===== src/rtl/aes_cp_pkg.sv =====
// Shared definitions for the AES copy-engine sequencer.
package aes_cp_pkg;

  localparam int unsigned BLK_MAX       = 128;
  localparam int unsigned WORDS_PER_BLK = 4;
  localparam int unsigned BYTES_PER_BLK = 16;

  typedef enum logic [2:0] {
    IDLE = 3'd0,
    RD   = 3'd1,
    CAP  = 3'd2,
    REQ  = 3'd3,
    WAIT = 3'd4,
    WR   = 3'd5,
    DONE = 3'd6
  } cpState_e;

endpackage


===== src/rtl/aes_cp_ctrl.sv =====
// Copy-engine sequencer: InBuf -> AES core -> OutBuf, one 128-bit block at a time.
module aes_cp_ctrl #(
  parameter int unsigned ADDR_W  = 9,
  parameter int unsigned SIZE_W  = 12,
  parameter int unsigned BLK_MAX = 128
) (
  input  logic              iClk,
  input  logic              iRsn,
  input  logic              iStCp,
  input  logic [SIZE_W-1:0] iCpByteSize,
  output logic              oCpDone,
  output logic              oBusy,
  output logic              oRdEn_InBuf,
  output logic [ADDR_W-1:0] oRdAddr_InBuf,
  input  logic [31:0]       iRdDt_InBuf,
  output logic              oAesStart,
  output logic [127:0]      oAesDt,
  input  logic              iAesDone,
  input  logic [127:0]      iAesDt,
  output logic              oWrEn_OutBuf,
  output logic [ADDR_W-1:0] oWrAddr_OutBuf,
  output logic [31:0]       oWrDt_OutBuf
);

  import aes_cp_pkg::*;

  localparam int unsigned SUB_W  = $clog2(WORDS_PER_BLK);
  localparam int unsigned BLK_SH = $clog2(BYTES_PER_BLK);
  localparam int unsigned CNT_W  = $clog2(BLK_MAX + 1);
  localparam int unsigned RAW_W  = SIZE_W + 1;
  localparam int unsigned IDX_W  = CNT_W + SUB_W;

  cpState_e          state;
  logic [CNT_W-1:0]  blkIdx;
  logic [CNT_W-1:0]  blkNum;
  logic [CNT_W-1:0]  blkNumNext;
  logic [CNT_W-1:0]  blkIdxInc;
  logic [SUB_W-1:0]  subCnt;
  logic              subLast;
  logic [95:0]       shiftReg;
  logic [127:0]      aesDtReg;
  logic [127:0]      resReg;
  logic [RAW_W-1:0]  rawBlk;
  logic [IDX_W-1:0]  wordIdx;

  // Block count from the byte size: round up to whole blocks, then clamp.
  always_comb begin
    rawBlk     = ({1'b0, iCpByteSize} + RAW_W'(BYTES_PER_BLK - 1)) >> BLK_SH;
    blkNumNext = (rawBlk > RAW_W'(BLK_MAX)) ? CNT_W'(BLK_MAX) : CNT_W'(rawBlk);
  end

  assign subLast   = (subCnt == '1);
  assign blkIdxInc = blkIdx + CNT_W'(1);
  assign wordIdx   = {blkIdx, subCnt};

  // Sequencer state, counters and block pack/unpack registers.
  // InBuf data lags the address by one cycle, so words 0..2 shift in during
  // RD sub-counts 1..3 and word 3 arrives directly in CAP.
  always_ff @(posedge iClk or negedge iRsn) begin
    if (!iRsn) begin
      state    <= IDLE;
      blkIdx   <= '0;
      blkNum   <= '0;
      subCnt   <= '0;
      shiftReg <= '0;
      aesDtReg <= '0;
      resReg   <= '0;
    end else begin
      case (state)
        IDLE: begin
          if (iStCp) begin
            blkNum <= blkNumNext;
            blkIdx <= '0;
            subCnt <= '0;
            state  <= (blkNumNext == '0) ? DONE : RD;
          end
        end
        RD: begin
          if (subCnt != '0) shiftReg <= {shiftReg[63:0], iRdDt_InBuf};
          subCnt <= subCnt + SUB_W'(1);
          if (subLast) state <= CAP;
        end
        CAP: begin
          aesDtReg <= {shiftReg, iRdDt_InBuf};
          state    <= REQ;
        end
        REQ: state <= WAIT;
        WAIT: begin
          if (iAesDone) begin
            resReg <= iAesDt;
            state  <= WR;
          end
        end
        WR: begin
          subCnt <= subCnt + SUB_W'(1);
          if (subLast) begin
            blkIdx <= blkIdxInc;
            state  <= (blkIdxInc < blkNum) ? RD : DONE;
          end
        end
        DONE:    state <= IDLE;
        default: state <= IDLE;
      endcase
    end
  end

  // Output decode from registered state only.
  always_comb begin
    oBusy          = (state != IDLE);
    oCpDone        = (state == DONE);
    oAesStart      = (state == REQ);
    oRdEn_InBuf    = (state == RD);
    oWrEn_OutBuf   = (state == WR);
    oRdAddr_InBuf  = '0;
    oWrAddr_OutBuf = '0;
    oWrDt_OutBuf   = '0;
    if (state == RD) oRdAddr_InBuf = ADDR_W'(wordIdx);
    if (state == WR) begin
      oWrAddr_OutBuf = ADDR_W'(wordIdx);
      case (subCnt)
        2'd0:    oWrDt_OutBuf = resReg[127:96];
        2'd1:    oWrDt_OutBuf = resReg[95:64];
        2'd2:    oWrDt_OutBuf = resReg[63:32];
        default: oWrDt_OutBuf = resReg[31:0];
      endcase
    end
  end

  assign oAesDt = aesDtReg;

endmodule


===== config.mk =====
export PLATFORM = sky130hd
export DESIGN_NAME = aes_cp_ctrl
export DESIGN_NICKNAME = d
export VERILOG_FILES = /design/src/rtl/aes_cp_pkg.sv /design/src/rtl/aes_cp_ctrl.sv
export SDC_FILE = /design/constraint.sdc
export NUM_CORES = 1
export LEC_CHECK = 0
export BUFFER_PORTS_ARGS = -buffer_cell sky130_fd_sc_hd__buf_2
export CORE_UTILIZATION = 46
export CTS_CLUSTER_SIZE = 24
export DETAILED_ROUTE_END_ITERATION = 10
export PLACE_DENSITY = 0.73
export SETUP_SLACK_MARGIN = 0.1
export SYNTH_ARGS = -nofsm -noshare
export SYNTH_HDL_FRONTEND = slang
export SYNTH_SLANG_ARGS = --single-unit

===== constraint.sdc =====
create_clock -name iClk -period 2.2 [get_ports iClk]
set_input_delay 0.44 -clock iClk [delete_from_list [all_inputs] [get_ports iClk]]
set_output_delay 0.44 -clock iClk [all_outputs]
set_load 0.01 [all_outputs]

==> flow_summary.ini <==
[outcome]
status = finished with violations
violations = negative setup slack

[route]
vias_per_cell = 5.33
drc = 0
first_iter_violations = 538
ant_nets = 0
dr_total_vias = 10513
detail_route.first_pass.iterations = 7
wl_per_cell_um = 19.3
wirelength_um = 38100

[grt]
grt_pass1_wl_um = 58700
grt_pass1_vias = 10658
grt_use_total = 0.220
overflow = 0
grt_max_degree = 63
antenna_found_initial = 11

[cts]
clock_sinks = 373
cts_inserted_buffers = 39
clockRootBuffer = clkbuf_16
htreeDepth = 2
path_clk_slew_ps = 60
clock_path_buffers = 3
clock_latency_ps = 540
cts_tree = built

[setup_path]
path_cells = buf_6 -> ha_4 -> buf_12 -> buf_16 -> a222oi_1 -> nor2_1 -> a21oi_1 -> nor2_1 -> buf_2
cp_top_family = buffers and inverters
rr_endpoint = state[0]
cpMaxStageDelayCell = dfrtp_1
r2r_slack_ps = 10
cp_slowest_stage_delay_ps = 380
crit_type = register to output pin
reg2reg_depth = 11
critical_path.endpoint_type = output pin
worst-path-stages = 9
r2r-start = blkIdx[0]
required_ps = 1760
critical_path_buf_inv_count = 4
critPathLaunchType = register
worst_ep_arrival_time_ps = 2270
crit_fanout = 8
cpMostUsedCell = nor2_1

[die]
die_w_um = 185
row_count = 66
die-area_um2 = 34300
die_h_um = 185
core_um2 = 32800
num_io_pins = 359
start_util = 0.471

[worst_hold_path]
whs_endpoint = shiftReg[4]
min_path_type = input pin to register
hp-start = iRdDt_InBuf[4]
worstHoldPathCells = 2

[final_layout]
final_common_cell = dfrtp_1
mostFrequentLayoutCells = dfrtp_1 (372), buf_2 (346), mux2_2 (312)
fin_nets = 1682
fillers = 2551
stdcell_area_um2 = 20000
layout-drive-gt1-share = 0.568
area_delta_synth_final_pct = 29.8

[power]
power.density_nw_per_um2 = 1470
p_leak_nw = 9.41
irDropWorstVdd_uv = 834

[synth]
ys_ff_latch = 373
synth_cells = 1078
synth_edf_count = 0
async_flop_share = 1.00
ys_seq_area_frac = 0.604
syn_area_um2 = 15400
ys_warn_count = 0
syn_nets = 1266
synth_cell_types = 44
avgSynthCellArea_um2 = 14.3
ys.flop_type = dfrtp_1

[placement]
place_hpwl_um = 24900
dpl_worst_slack_ps = -45.0
placed_cell_area_um2 = 18000
io_buffers = 358
gp_congestion = 0.831

[flow_run]
drv_cap = 0

[sta]
period_minus_slack_ps = 2710
clock_skew_ps = 24.6
worstMarginPinSlew_ps = 529
rsz0062_at_grt = yes
hold_violations = 0
relSlewSlack = 0.647
setup_violations = 40
fmax_mhz = 370
final_max_slew_viol_count = 0
post-route-period-util = 1.23
setup_ws_ps = -506
## worst max-delay path by stage
stage / startpoint / to / slack, ps
2_1_floorplan: blkIdx[0] / state[0] / 130
3_3_place_gp: subCnt[0] / oWrDt_OutBuf[16] / -8
3_5_place_dp: subCnt[0] / oWrDt_OutBuf[16] / -40
4_1_cts: subCnt[1] / oWrDt_OutBuf[16] / -490
5_1_grt: subCnt[1] / oWrDt_OutBuf[13] / -600
6_report: subCnt[1] / oWrDt_OutBuf[4] / -510
## power by group
| part | leakage (nW) | internal [W] | switching (W) | total [W] |
|---|---|---|---|---|
| sequential | 4.54 | 0.0103 | 0.00202 | 0.0123 |
| combinational | 4.23 | 0.00590 | 0.00489 | 0.0108 |
| clock | 0.631 | 0.00379 | 0.00271 | 0.00650 |
## worst reg2reg max path: stages (launching register included)
cell and delay [ps]:
dfrtp_1 410, and3_4 170, and3_4 180, and3_4 180, xor2_2 180, ha_2 320
o21ai_1 60, a22oi_1 160, o21ai_1 90, buf_4 150, nand3_2 80, o221ai_2 90
## cell families (layout without fill, tap and decap cells)
logic type | after synthesis | after routing | synth area share
compound gates | 106 | 106 | 0.0498
xor+xnor | 12 | 12 | 0.00680
fa+ha+maj | 12 | 12 | 0.00972
buf+inv | 85 | 530 | 0.0317
flops | 373 | 373 | 0.604
mux | 352 | 352 | 0.257
other cells | 0 | 6 | 0
simple gates | 138 | 138 | 0.0412
## area by class of cell
cell class,instances,area [um2],area share
repair inverters,1,11.3,0.000562
clock inverters,12,131,0.00655
clock buffers,58,1160,0.0577
inverters,15,68.8,0.00343
well taps,442,553,0.0276
flip-flops and latches,373,9340,0.466
diodes,6,15.0,0.000749
repair buffers,444,2960,0.148
multi-input cells,620,5810,0.290
## routing by layer
metal | wire length, um | up-vias | GRT usage
met2 | 18200 | 417 | 0.356
li1 | - | 4734 | -
met5 | 69 | - | 0
met3 | 2920 | 83 | 0.0611
met4 | 1000 | 12 | 0.0754
met1 | 15900 | 5267 | 0.283
## metrics by stage
stage | utilization | hold WS (ps) | TNS (ps) | cells | total power (W)
finish | 0.611 | 142 | -13860 | 1971 | 0.0296
global route | 0.611 | 125 | -18200 | 1968 | 0.0313
CTS | 0.607 | 118 | -14660 | 1955 | 0.0296
detailed placement | 0.549 | 425 | -48.6 | 1859 | 0.0223
global placement | 0.549 | 425 | -7.50 | 1859 | 0.0219
floorplan | - | 144 | 0 | 1078 | 0.0185
## flip-flops by register name, summed over array words and instances (netlist names)
register / count
oAesDt: 128
subCnt: 2
resReg: 128
blkNum: 8
state: 3
shiftReg: 96
blkIdx: 8
## synth_stat cells, types with 2 or more instances
cell | n | area (um2)
buf_4 | 20 | 150
o21ai_1 | 3 | 15.0
buf_8 | 4 | 60.1
a32o_1 | 5 | 50.1
inv_1 | 14 | 52.6
clkbuf_1 | 25 | 93.8
buf_2 | 18 | 90.1
xor2_1 | 8 | 70.1
dfrtp_1 | 373 | 9330
xnor2_1 | 4 | 35.0
nand2_1 | 17 | 63.8
buf_6 | 3 | 33.8
o41ai_1 | 2 | 17.5
and3_1 | 6 | 37.5
a222oi_1 | 32 | 320
a21oi_1 | 36 | 180
o21ai_0 | 14 | 70.1
mux2_1 | 40 | 450
ha_1 | 12 | 150
o221ai_1 | 2 | 17.5
nand3_1 | 12 | 60.1
o31ai_1 | 4 | 30.0
nor4_1 | 3 | 18.8
mux2_2 | 312 | 3510
and2_1 | 14 | 87.6
nor2_1 | 73 | 274
nor3_1 | 5 | 25.0
## repair_timing
action                     in CTS  in global routing
cloned                          8                  1
pin swaps                      34                 28
setup endpoints to repair      55                 58
buffers inserted               17                 12
hold endpoints to repair       49                  0
hold buffers                    1                  0
resized for setup              56                 20
No activity file was read; power rests on OpenSTA's default activity.
